--- src/rtl/input_conditioner.sv ---
// Input conditioner: 2-flop synchronizers plus independent debounce channels
// for a push-button and a 4-bit select bus, with registered change pulses.
// Optional feature: define INPUT_COND_RELEASE_PULSE_EN to enable btn_release;
// otherwise btn_release is tied to 0.

// One debounce channel: IDLE/COUNT FSM with its own counter and candidate.
module debounce_channel #(
  parameter int W               = 1,
  parameter int DEBOUNCE_CYCLES = 50000,
  parameter int CNT_W           = 20
) (
  input  logic         clock,
  input  logic         reset,
  input  logic [W-1:0] sync,
  output logic [W-1:0] stable
);
  typedef enum logic {IDLE, COUNT} state_t;

  // Extra bit so the compare against the target never wraps.
  localparam logic [CNT_W:0] TARGET     = (CNT_W+1)'(DEBOUNCE_CYCLES);
  // With a one-cycle requirement the first differing sync cycle is enough.
  localparam bit             ACCEPT_NOW = (DEBOUNCE_CYCLES <= 1);

  state_t         state, state_n;
  logic [CNT_W-1:0] cnt, cnt_n;
  logic [W-1:0]   cand, cand_n, stable_n;
  logic [CNT_W:0] cnt_inc;

  assign cnt_inc = {1'b0, cnt} + (CNT_W+1)'(1);

  // State, counter, candidate and stable value registers.
  always_ff @(posedge clock) begin
    if (!reset) begin
      state  <= IDLE;
      cnt    <= '0;
      cand   <= '0;
      stable <= '0;
    end else begin
      state  <= state_n;
      cnt    <= cnt_n;
      cand   <= cand_n;
      stable <= stable_n;
    end
  end

  // Next-state logic: count consecutive matching cycles, accept on target.
  always_comb begin
    state_n  = state;
    cnt_n    = cnt;
    cand_n   = cand;
    stable_n = stable;
    case (state)
      IDLE: begin
        cnt_n = '0;
        if (sync != stable) begin
          if (ACCEPT_NOW) begin
            stable_n = sync;
          end else begin
            cand_n  = sync;
            cnt_n   = CNT_W'(1);
            state_n = COUNT;
          end
        end
      end
      COUNT: begin
        if (sync == cand) begin
          if (cnt_inc >= TARGET) begin
            stable_n = cand;
            cnt_n    = '0;
            state_n  = IDLE;
          end else begin
            cnt_n = cnt_inc[CNT_W-1:0];
          end
        end else if (sync == stable) begin
          // Bounced back to the accepted value: drop the attempt.
          cnt_n   = '0;
          state_n = IDLE;
        end else begin
          // A third value (multi-bit bus only): restart on it.
          cand_n = sync;
          cnt_n  = CNT_W'(1);
        end
      end
      default: state_n = IDLE;
    endcase
  end
endmodule

module input_conditioner #(
  parameter int DEBOUNCE_CYCLES = 50000,
  parameter int CNT_W           = 20
) (
  input  logic       clock,
  input  logic       reset,
  input  logic       btn_in,
  input  logic [3:0] select_in,
  output logic [3:0] select_out,
  output logic       select_changed,
  output logic       btn_level,
  output logic       btn_press,
  output logic       btn_release
);
  logic       btn_meta, sync_btn;
  logic [3:0] sel_meta, sync_sel;
  logic       btn_stable;
  logic [3:0] sel_stable;

  // Two-flop synchronizers on every raw input bit.
  always_ff @(posedge clock) begin
    if (!reset) begin
      btn_meta <= 1'b0;
      sync_btn <= 1'b0;
      sel_meta <= '0;
      sync_sel <= '0;
    end else begin
      btn_meta <= btn_in;
      sync_btn <= btn_meta;
      sel_meta <= select_in;
      sync_sel <= sel_meta;
    end
  end

  debounce_channel #(.W(1), .DEBOUNCE_CYCLES(DEBOUNCE_CYCLES), .CNT_W(CNT_W)) u_btn (
    .clock  (clock),
    .reset  (reset),
    .sync   (sync_btn),
    .stable (btn_stable)
  );

  debounce_channel #(.W(4), .DEBOUNCE_CYCLES(DEBOUNCE_CYCLES), .CNT_W(CNT_W)) u_sel (
    .clock  (clock),
    .reset  (reset),
    .sync   (sync_sel),
    .stable (sel_stable)
  );

  // Output stage: levels and their edge pulses leave together, one cycle
  // after acceptance, so each pulse lines up with the new visible value.
  always_ff @(posedge clock) begin
    if (!reset) begin
      select_out     <= '0;
      select_changed <= 1'b0;
      btn_level      <= 1'b0;
      btn_press      <= 1'b0;
    end else begin
      select_out     <= sel_stable;
      select_changed <= (sel_stable != select_out);
      btn_level      <= btn_stable;
      btn_press      <= btn_stable & ~btn_level;
    end
  end

`ifdef INPUT_COND_RELEASE_PULSE_EN
  // Falling-edge pulse of the debounced button.
  always_ff @(posedge clock) begin
    if (!reset) btn_release <= 1'b0;
    else        btn_release <= ~btn_stable & btn_level;
  end
`else
  assign btn_release = 1'b0;
`endif
endmodule

--- config.mk ---
export PLATFORM = sky130hd
export DESIGN_NAME = input_conditioner
export DESIGN_NICKNAME = d
export VERILOG_FILES = /design/src/rtl/input_conditioner.sv
export SDC_FILE = /design/constraint.sdc
export NUM_CORES = 1
export LEC_CHECK = 0
export ABC_AREA = 1
export CAP_MARGIN = 10
export CORE_ASPECT_RATIO = 0.5
export CORE_UTILIZATION = 45
export CTS_CLUSTER_SIZE = 40
export DETAILED_ROUTE_END_ITERATION = 8
export PLACE_DENSITY_LB_ADDON = 0.2
export SLEW_MARGIN = 0
export SYNTH_ARGS = -nofsm -noshare
export SYNTH_HDL_FRONTEND = slang
export SYNTH_SLANG_ARGS = --single-unit
--- constraint.sdc ---
create_clock -name clock -period 2.4 [get_ports clock]
set_clock_uncertainty 0.15 [all_clocks]
set_input_delay 0.36 -clock clock [delete_from_list [all_inputs] [get_ports clock]]
set_output_delay 0.36 -clock clock [all_outputs]
set_load 0.02 [all_outputs]
[Yosys cells after proc, flatten, opt, wreduce, memory -nomap -nowiden]
Cells that the tools add are included.
Word-level totals
  output and inout bits: 8
  register bits after elaboration: 69
  logic and storage cells: 69
  bits of input ports: 7
Cells by class
  equality and inequality tests: 13
  bitwise gates (word level): 4
  add/subtract/negate cells: 2
  reduce and logical (&&, ||, !) cells: 4
  muxes and demuxes: 28
  order comparisons: 2
Operator list (count)
  two-way mux 20 bit: 4
  case mux 20 bit (2 select lines): 2
  adder 20 x 1 -> 21 bit, second input constant: 2
  >= comparator 21 x 16 -> 1 bit, second input constant: 2
  two-way mux 1 bit: 15
  two-way mux 4 bit: 3
  AND reduction 3 bit: 4
  == test 4 bit: 2
  != test 2 bit, second input constant: 4
  != test 4 bit: 2
  case mux 4 bit (2 select lines): 1
  case mux 1 bit (2 select lines): 3
  != test 2 x 1 -> 1 bit, second input constant: 2
  inverter 1 bit: 3
  == test 1 bit: 2
  bitwise AND 1 bit: 1
  != test 1 bit: 1

[Longest topological paths before layout]
Gate-level depths: netlist (run 1).
  depth in word-level cells: 5
  depth in mapped cells: 19
  gate-level depth less buffers: 19

[By module]
From an unflattened synthesis (run 1), not the netlist that was laid out.
Unflattened totals
  cells, all modules: 574
  area, all modules: 3808.7 um^2
Modules (own cells, without submodules)
  debounce_channel at u_sel: seq. area each 580.6 um^2, cells an instance 269, times used 1, area an instance 1740.4 um^2
  debounce_channel at u_btn: seq. area each 460.4 um^2, cells an instance 229, times used 1, area an instance 1465.2 um^2
  input_conditioner: seq. area each 340.3 um^2, cells an instance 76, times used 1, area an instance 603.1 um^2

[Least setup slack after synthesis (run 1)]
Ideal clock, no wire load.
  kind: reg-to-reg
  start: register u_sel.cnt[0]
  end: register u_sel.cnt[7]
  setup time: 64 ps
  buffers on the path: 1
  required time: 2186 ps
  data arrival time: 2022 ps
  period minus slack after synthesis: 2236 ps
  cell stages (with the launch flop): 13
  slack: 164 ps
  cell sequence: dfxtp_1 ha_1 nand2_1 nor2_4 nand4_4 nor3_1 nand2_1 xor2_1 nand3_1 nor2_1 nand4_4 buf_6 nor2_1
On the way
  cells in the longest elaborated chain, start to end: 5
Ends and longest elaborated chain
  start, declared: RTL line 25  | logic [CNT_W-1:0] cnt, cnt_n;
  start signal, assigned: RTL line 40  | cnt <= cnt_n;
  adder 20 x 1 -> 21 bit *: RTL line 29  | assign cnt_inc = {1'b0, cnt} + (CNT_W+1)'(1);
  >= comparator 21 x 16 -> 1 bit: RTL line 67  | if (cnt_inc >= TARGET) begin
  two-way mux 20 bit *: RTL line 67
  two-way mux 20 bit *: RTL line 66  | if (sync == cand) begin
  case mux 20 bit (2 select lines) *: RTL line 52  | case (state)
Every way passes the cells marked *; elsewhere a longest branch is shown, timed or not.
A chain may end at the register's enable or synchronous reset.

[Worst setup path in the final report (run 1)]
Ends and elaborated chain as after synthesis.

==> impl_metrics.toml, run 1 <==
[finish]
syn2layout_area_growth_pct = 28.7
nFillCells = 619
multiInputGateArea_um2 = 1870
final_cell_mix = "nand2_1 (113), inv_1 (75), nor2_1 (70)"
drive_gt1_share_pct = 17.8
seq_area_um2 = 1400
fin_nets = 534
layout.cells.most_common = "nand2_1"
antennaDiodeCount = 0

[power]
vdd_drop_max_uv = 510
leakage_uw = 0.00188
power_density_nw_per_um2 = 732

[synthesis]
synthAdderAreaFrac_pct = 0.746
netlist_area_um2 = 3350
synthCells = 481
synth_xor_area_share_pct = 7.31
muxShareOfSynthArea_pct = 0
synth_top_area_cell = "dfxtp_1"
synth_seq_cells = 69
yosysWarnings = 0
synth_top_area_share_pct = 41.2
seq_area_frac_synth_pct = 41.2
syn_avg_cell_area_um2 = 6.97
synth_top_family_by_area = "simple AND/OR/NAND/NOR gates"
yosys-top-cells-area = "dfxtp_1 (41%), nand2_1 (14%), nor2_1 (8.8%), inv_1 (8.5%), nand3_1 (4.2%)"
ys_types = 32
post_synth_and_or_nand_nor_area_fraction_pct = 36.6
synth_compound_area_share_pct = 3.95

[global_route]
grt_overflow = 0
use_met2_pct = 28.1
grt_pass1_vias = 2656
grt_use_met3_pct = 6.34
met1_usage_pct = 23.6
grt_max_degree = 13
grt_pass1_wl_mm = 11.3
antenna_found_initial = 0
track_usage_pct = 18.5
busiest_layer = "met2"

[clock_network]
clk_pin_slew_ns = 0.05
h-tree-depth = 3
cts_tree = "yes"
clock_path_buffers = 2
cts_made_buffers = 9
cts_hold_buf = 0
root_buffer = "clkbuf_16"
clkSinkCount = 69
insertion_delay_ns = 0.33

[setup_path]
cp_num_cells = 12
crit_required_ns = 2.51
path_max_fanout = 7
startpoint_type = "register"
reg2reg_depth = 12
critPathCaptureType = "register"
worstSetupPathType = "reg -> reg"
crit_buf_inv = 2
crit_path_frequent_cell = "nand4_4"
cp_top_family = "simple AND/OR/NAND/NOR gates"
critical_path_arrival_ns = 2.38
critPathMaxStageDelay_ns = 0.37
cp_slowest_cell = "dfxtp_4"
worstPathCellList = "ha_4 -> nand2_2 -> nor2_4 -> nand4_4 -> o21ai_1 -> inv_1 -> nor2_2 -> nand4_1 -> o21ai_4 -> nand4_4 -> buf_6 -> nor2_1"

[placement]
gp_congestion = 0.861
hpwl_mm = 4.59
dp_slack_ns = 0.00412
portBuffers = 13

[routing]
route.detailed.drc = 0
routedWlPerCell_um = 10.8
drt_wl_total_mm = 6.69
num_vias = 2899
drt_iter0_drc = 148
viasPerCell = 4.67
ant_nets = 0
first_pass_iters = 4

[timing]
rsz0062_at_grt = "true"
worst_slack_ns = 0.129
setup_viol = 0
fin_crit_sh_pct = 94.6
setup_tns_ns = 0
slew_violations = 0
clock.fmax_mhz = 440
fin_crit_ns = 2.27
hold_violations = 0

[hold_path]
min_path_cells = 2
hold_class = "reg -> reg"

[floorplanning]
io_pins = 15
start_util_pct = 48.4
die_area_um2 = 7820
fp.dieW_um = 124
core.rowCount = 21
coreArea_um2 = 6940
die_h_um = 63.1

[job]
maxCapViolations = 0

[outcome]
status = "finished, final reports clean"
[power by group]
part,leakage [µW],internal [µW],switching [µW]
registers,0.000569,1250,78.3
clock network,0.000155,934,478
logic,0.00115,180,235
[final cells by class]
class / count / area share [%]
multi-input combinational: 335 / 43.4
sequential: 69 / 32.5
timing repair buffer: 31 / 7.07
inverter: 79 / 6.87
clock buffer: 10 / 5.54
tap: 92 / 2.67
clock inverter: 5 / 1.97
[per-stage QoR]
step / cells / utilization, % / cell area (µm²) / power, µW / hold WS [ns]
after global routing: 621 / 62.2 / 4320 / 3330 / 0.289
after detailed placement: 599 / 53.3 / 3700 / 1760 / 0.247
after floorplan: 489 / - / 3380 / 1650 / 0.240
after global placement: 599 / 53.3 / 3700 / 1740 / 0.242
after CTS: 614 / 58.0 / 4020 / 3190 / 0.261
final: 621 / 62.2 / 4320 / 3160 / 0.259
[worst min-delay path: stages, from the launching register on]
cell and delay (ns):
dfxtp_1 0.30, nand2_1 0.04, inv_1 0.04
[per-layer routing]
layer | wire [µm] | share of wire (%) | up-vias
li1 | - | - | 1558
met1 | 3310 | 49 | 1298
met2 | 3020 | 45 | 31
met3 | 217 | 3.2 | 12
met4 | 136 | 2.0 | 0
met5 | 0 | 0 | -
[cells by family after synthesis]
kind of cell / after synthesis
AND/OR/NAND/NOR: 272
buffers and inverters: 85
AO/OA/AOI/OAI: 24
other: 1
adder cells (fa/ha/maj): 2
XOR/XNOR: 28
flip-flops: 69
[path summary, 6_finish.rpt]
kind	start	end	slack [ns]
min reg2reg	sel_meta[1]	sync_sel[1]	0.26
max reg2reg	u_sel.cnt[0]	u_sel.cnt[7]	0.13
max	u_sel.cnt[0]	u_sel.cnt[7]	0.13
min	sel_meta[1]	sync_sel[1]	0.26
[synth_stat cells]
master	count
or2_2	1
inv_1	76
nor2_4	4
nand2_1	122
nand3b_1	2
o21ai_0	6
xor2_1	16
nand3_1	28
conb_1	1
a211oi_1	1
clkinv_1	1
clkbuf_1	3
nor4_1	2
o21bai_1	1
a41oi_1	1
buf_6	2
nand4_4	3
nand4_1	15
xnor2_1	12
o21ai_2	1
nand3_2	1
nor2_2	4
nand2_2	2
a21oi_1	11
ha_1	2
dfxtp_1	69
buf_4	1
inv_2	2
o21ai_1	3
nor3_1	7
nor3b_1	2
nor2_1	79
[state kept, by name, summed over array words and instances, names as in the netlist]
signal	cells
sync_btn	1
btn_level	1
u_btn.cnt	20
sync_sel	4
u_sel.state	1
btn_press	1
u_sel.stable	4
btn_meta	1
u_btn.cand	1
u_btn.state	1
select_changed	1
u_sel.cand	4
u_btn.stable	1
select_out	4
u_sel.cnt	20
sel_meta	4
[timing repair]
action / 4_1_cts / 5_1_grt
resized for setup: 1 / 64
setup endpoints to repair: 13 / 38
setup buffers: 0 / 7
pin swaps: 0 / 28
No activity file was read; power rests on OpenSTA's default activity.
==> inputs of run 2 (changes only) <==
--- a/config.mk
+++ b/config.mk
@@ -11,8 +11,11 @@
 export CORE_UTILIZATION = 45
 export CTS_CLUSTER_SIZE = 40
 export DETAILED_ROUTE_END_ITERATION = 8
+export DONT_BUFFER_PORTS = 1
+export GPL_ROUTABILITY_DRIVEN = 0
 export PLACE_DENSITY_LB_ADDON = 0.2
 export SLEW_MARGIN = 0
 export SYNTH_ARGS = -nofsm -noshare
 export SYNTH_HDL_FRONTEND = slang
+export SYNTH_HIERARCHICAL = 1
 export SYNTH_SLANG_ARGS = --single-unit
==> impl_metrics.toml, run 2 <==
[outcome]
status = "finished, final reports clean"

[finish]
fin_nets = 616
syn2layout_area_growth_pct = 20.5
nFillCells = 777
antennaDiodeCount = 0
final_cell_mix = "nand2_1 (155), inv_1 (94), nor2_1 (70)"
drive_gt1_share_pct = 19.0
multiInputGateArea_um2 = 2200
layout.cells.most_common = "nand2_1"
final_area_um2 = 4590
seq_area_um2 = 1390
reg_top3 = "u_btn/cnt x20, u_sel/cnt x20"

[setup_path]
path_max_fanout = 7
critPathCaptureType = "register"
rr_startpoint = "u_sel/cnt[1]"
startpoint_type = "register"
cp-startpoint = "u_sel/cnt[1]"
crit_required_ns = 2.48
worstSetupPathType = "reg -> reg"
critical_path_arrival_ns = 2.37

[routing]
routedWlPerCell_um = 11.3
ant_nets = 0
route.detailed.drc = 0
num_vias = 3409
first_pass_iters = 4
drt_wl_total_mm = 8.18
drt_iter0_drc = 206
viasPerCell = 4.72

[synthesis]
ys_types = 36
synth_top_area_share_pct = 36.3
synth_edf_count = 0
yosys-top-cells-area = "dfxtp_1 (36%), nand2_1 (16%), inv_1 (9.3%), nor2_1 (7.8%), nand3_1 (5.1%)"
synth_top_area_cell = "dfxtp_1"
yosysWarnings = 6
synth_most_common_cell = "nand2_1"
netlist_area_um2 = 3810
synthFlopType = "dfxtp_1"
synthArstFlopShare_pct = 0
syn_avg_cell_area_um2 = 6.64
seq_area_frac_synth_pct = 36.3
synthCells = 574
synth_common_cells = "nand2_1 (159), inv_1 (94), nor2_1 (79)"
synth_seq_cells = 69

[placement]
placed_area_um2 = 3930
hpwl_mm = 5.64
portBuffers = 0
dp_slack_ns = -0.0350

[timing]
worst_slack_ns = 0.106
hold_violations = 0
clock.fmax_mhz = 436
fin_crit_sh_pct = 95.6
hold_ws_ns = 0.0147
slew_violations = 0
setup_tns_ns = 0
rsz0062_at_grt = "true"
fin_crit_ns = 2.29
relSlewSlack_pct = 50.3
tightest_slew_ns = 0.743
setup_viol = 0

[clock_network]
root_buffer = "clkbuf_16"
h-tree-depth = 3
clock_path_buffers = 2
insertion_delay_ns = 0.33
cts_made_buffers = 9
clkSinkCount = 69
cts_tree = "yes"
clk_pin_slew_ns = 0.05

[global_route]
met1_usage_pct = 22.3
use_met2_pct = 34.7
grt_max_degree = 19
grt_pass1_vias = 3037
grt_overflow = 0
antenna_found_initial = 0
grt_pass1_wl_mm = 13.2
busiest_layer = "met2"
track_usage_pct = 19.4
grt_use_met3_pct = 7.08

[power]
leakage_uw = 0.00189
vdd_drop_max_uv = 466
finalPower_uw = 3130
power_density_nw_per_um2 = 683

[floorplanning]
coreArea_um2 = 8120
fp.dieW_um = 132
start_util_pct = 46.9
core.rowCount = 23
die_h_um = 67.1
io_pins = 15
die_area_um2 = 8860

[hold_path]
hold_class = "in -> reg"
min_from = "reset"

[job]
maxCapViolations = 0
==> run 2: cell types whose count changed after synthesis, moves of 4 or more <==
cell,before,now
nor3_1,7,2
nor2_4,4,11
nor2_2,4,17
nand2_1,122,159
a21oi_1,11,19
nand2_2,2,13
inv_1,76,94
nand3_1,28,39
o21bai_1,1,5
xnor2_1,12,7
xor2_1,16,7
==> run 2: power breakdown <==
| part | switching (µW) | internal [µW] |
|---|---|---|
| clock | 474 | 850 |
| combinational | 261 | 187 |
| sequential | 105 | 1260 |
| total | 840 | 2300 |
==> run 2: repair_timing <==
action                                 4_1_cts  5_1_grt
setup buffers                                3        9
cloned                                       0        2
hold buffers                                 7        0
endpoints found under the hold margin       18        0
gates resized for setup                      1       44
pin swaps                                    2       28
setup endpoints to repair                    9       39
==> run 2: through the flow <==
step	cells	util [%]
6_report	723	56.5
4_1_cts	712	53.3
3_3_place_gp	687	48.4
5_1_grt	723	56.5
2_1_floorplan	580	-
3_5_place_dp	687	48.4
==> run 2: path summary, 6_finish.rpt <==
kind / end / slack [ns] / cells after the start
setup / recovery: u_sel/stable[3] / 0.11 / 13
hold / removal: u_sel/cand[1] / 0.01 / 2
setup reg to reg: u_sel/stable[3] / 0.11 / 13
hold reg to reg: sync_btn / 0.26 / 2
==> run 2: kinds of logic after synthesis <==
family                   share of synthesized area [%]
AND/OR/NAND/NOR                                   42.4
buffers and inverters                             11.3
flip-flops                                        36.3
AO/OA/AOI/OAI                                     5.85
XOR/XNOR                                          3.22
other                                            0.296
adder cells (fa/ha/maj)                          0.657
==> run 2: area by class of cell <==
type	instances	share of cell area, %
clock inverters	4	1.04
clock buffers	11	5.51
multi-input cells	410	48.0
repair buffers	21	4.17
well taps	112	3.05
flip-flops and latches	69	30.4
inverters	96	7.85
==> run 2: worst max-delay path: stages (launching register included) <==
cell	delay, ns
dfxtp_2	0.36
ha_4	0.14
nand2_2	0.06
nor2_4	0.24
nand3_2	0.12
o21bai_1	0.18
nand2_1	0.09
nor2_2	0.14
nand3_2	0.10
nor2_4	0.15
buf_4	0.16
nand3_4	0.10
a21oi_1	0.13
nor2_1	0.06
==> run 2: per-layer routing <==
| layer | part of all wire, % | vias to the layer above |
|---|---|---|
| met4 | 1.1 | 0 |
| met5 | 0 | - |
| met2 | 47 | 54 |
| li1 | - | 1824 |
| met3 | 4.3 | 12 |
| met1 | 48 | 1519 |
==> inputs of run 3 (changes only) <==
--- a/config.mk
+++ b/config.mk
@@ -13,6 +13,7 @@
 export DETAILED_ROUTE_END_ITERATION = 8
 export DONT_BUFFER_PORTS = 1
 export GPL_ROUTABILITY_DRIVEN = 0
+export HOLD_SLACK_MARGIN = 0.12
 export PLACE_DENSITY_LB_ADDON = 0.2
 export SLEW_MARGIN = 0
 export SYNTH_ARGS = -nofsm -noshare
==> impl_metrics.toml, run 3 (synthesized netlist as in run 2, its figures left out) <==
[routing]
viasPerCell = 4.68
drt_wl_total_mm = 8.18
routedWlPerCell_um = 11.2
route.detailed.drc = 0
first_pass_iters = 5
num_vias = 3421
ant_nets = 0
drt_iter0_drc = 185

[clock_network]
cts_tree = "yes"
clkSinkCount = 69
cts_hold_buf = 17
insertion_delay_ns = 0.33
root_buffer = "clkbuf_16"
h-tree-depth = 3
clk_pin_slew_ns = 0.05
cts_made_buffers = 9
clock_path_buffers = 2

[timing]
fin_crit_sh_pct = 93.6
hold_ws_ns = -0.00212
rsz0062_at_grt = "true"
fin_crit_ns = 2.25
slew_violations = 0
hold_violations = 2
clock.fmax_mhz = 445
worst_slack_ns = 0.153
setup_viol = 0
setup_tns_ns = 0

[hold_path]
min_path_cells = 2
hold_class = "in -> reg"

[floorplanning]
core.rowCount = 23
coreArea_um2 = 8120
io_pins = 15
start_util_pct = 46.9
fp.dieW_um = 132
die_area_um2 = 8860
die_h_um = 67.1

[placement]
portBuffers = 0
placed_area_um2 = 3930
hpwl_mm = 5.64
dp_slack_ns = -0.0350

[finish]
final_cell_mix = "nand2_1 (154), inv_1 (94), nor2_1 (71)"
final_area_um2 = 4650
layout.cells.most_common = "nand2_1"
nFillCells = 777
syn2layout_area_growth_pct = 22.1
drive_gt1_share_pct = 17.6
seq_area_um2 = 1390
multiInputGateArea_um2 = 2180
fin_nets = 624
reg_top3 = "u_btn/cnt x20, u_sel/cnt x20"
antennaDiodeCount = 0

[setup_path]
worstSetupPathType = "reg -> reg"
critical_path_arrival_ns = 2.32
critPathCaptureType = "register"
reg2reg_depth = 13
startpoint_type = "register"
crit_required_ns = 2.47
path_max_fanout = 7

[global_route]
grt_pass1_vias = 3070
track_usage_pct = 19.4
grt_overflow = 0
antenna_found_initial = 0
grt_pass1_wl_mm = 13.2
grt_max_degree = 28

[job]
maxCapViolations = 0

[outcome]
violations = "hold timing"
status = "complete, but fails checks"

[power]
leakage_uw = 0.00190
vdd_drop_max_uv = 474
finalPower_uw = 3150
power_density_nw_per_um2 = 678
==> run 3: cell count changes in the layout (fill, tap and decap cells not counted), sizes merged <==
cell and change:
buf -2, dlygate4sd3 +10
==> run 3: path summary, 6_finish.rpt <==
path / startpoint / to / slack (ns)
worst max-delay path: u_sel/cnt[1] / u_sel/stable[3] / 0.15
worst min-delay path: reset / u_sel/stable[1] / -0.002
worst max register to register: u_sel/cnt[1] / u_sel/stable[3] / 0.15
worst min register to register: u_btn/state / u_btn/cnt[0] / 0.32
==> run 3: power breakdown <==
part	internal [µW]	switching, µW	leakage (µW)
clock	850	473	0.000147
combinational	205	262	0.00118
sequential	1260	104	0.000566
total	2310	839	0.00190
==> run 3: stage by stage <==
stage / utilization (%) / instances / hold WS [ns]
after floorplan: - / 580 / 0.236
after global placement: 48.4 / 687 / 0.249
after detailed placement: 48.4 / 687 / 0.255
after CTS: 54.5 / 722 / -0.0139
after global routing: 57.3 / 731 / -0.0119
final: 57.3 / 731 / -0.00212
==> run 3: what timing repair did <==
action                                  CTS  global route
hold endpoints to repair                 33            10
gates resized for setup                   1            38
gates cloned                              0             2
pin swaps                                 2            24
setup buffers                             3             7
endpoints found under the setup margin    9            39
==> run 3: routing by layer <==
| layer | track usage (%) | up-vias | share of wire, % |
|---|---|---|---|
| met5 | 0 | - | 0 |
| met4 | 4.80 | 0 | 1.1 |
| met2 | 34.6 | 42 | 48 |
| li1 | - | 1838 | - |
| met1 | 22.4 | 1530 | 47 |
| met3 | 7.08 | 11 | 4.3 |
==> run 3: area by class of cell <==
type | count | area share (%)
multi-input combinational | 410 | 46.9
clock buffer | 11 | 5.44
tap | 112 | 3.01
sequential | 69 | 30.0
clock inverter | 4 | 1.02
timing repair buffer | 29 | 5.87
inverter | 96 | 7.75
==> run 3: worst max-delay path, cell delays in order, from the launching register on <==
cell      delay [ns]
dfxtp_2         0.36
ha_4            0.14
nand2_2         0.06
nor2_4          0.21
nand3_2         0.11
o21bai_1        0.17
nand2_1         0.09
nor2_2          0.12
nand3_1         0.12
nor2_4          0.14
buf_4           0.16
nand3_4         0.10
a21oi_1         0.13
nor2_1          0.06
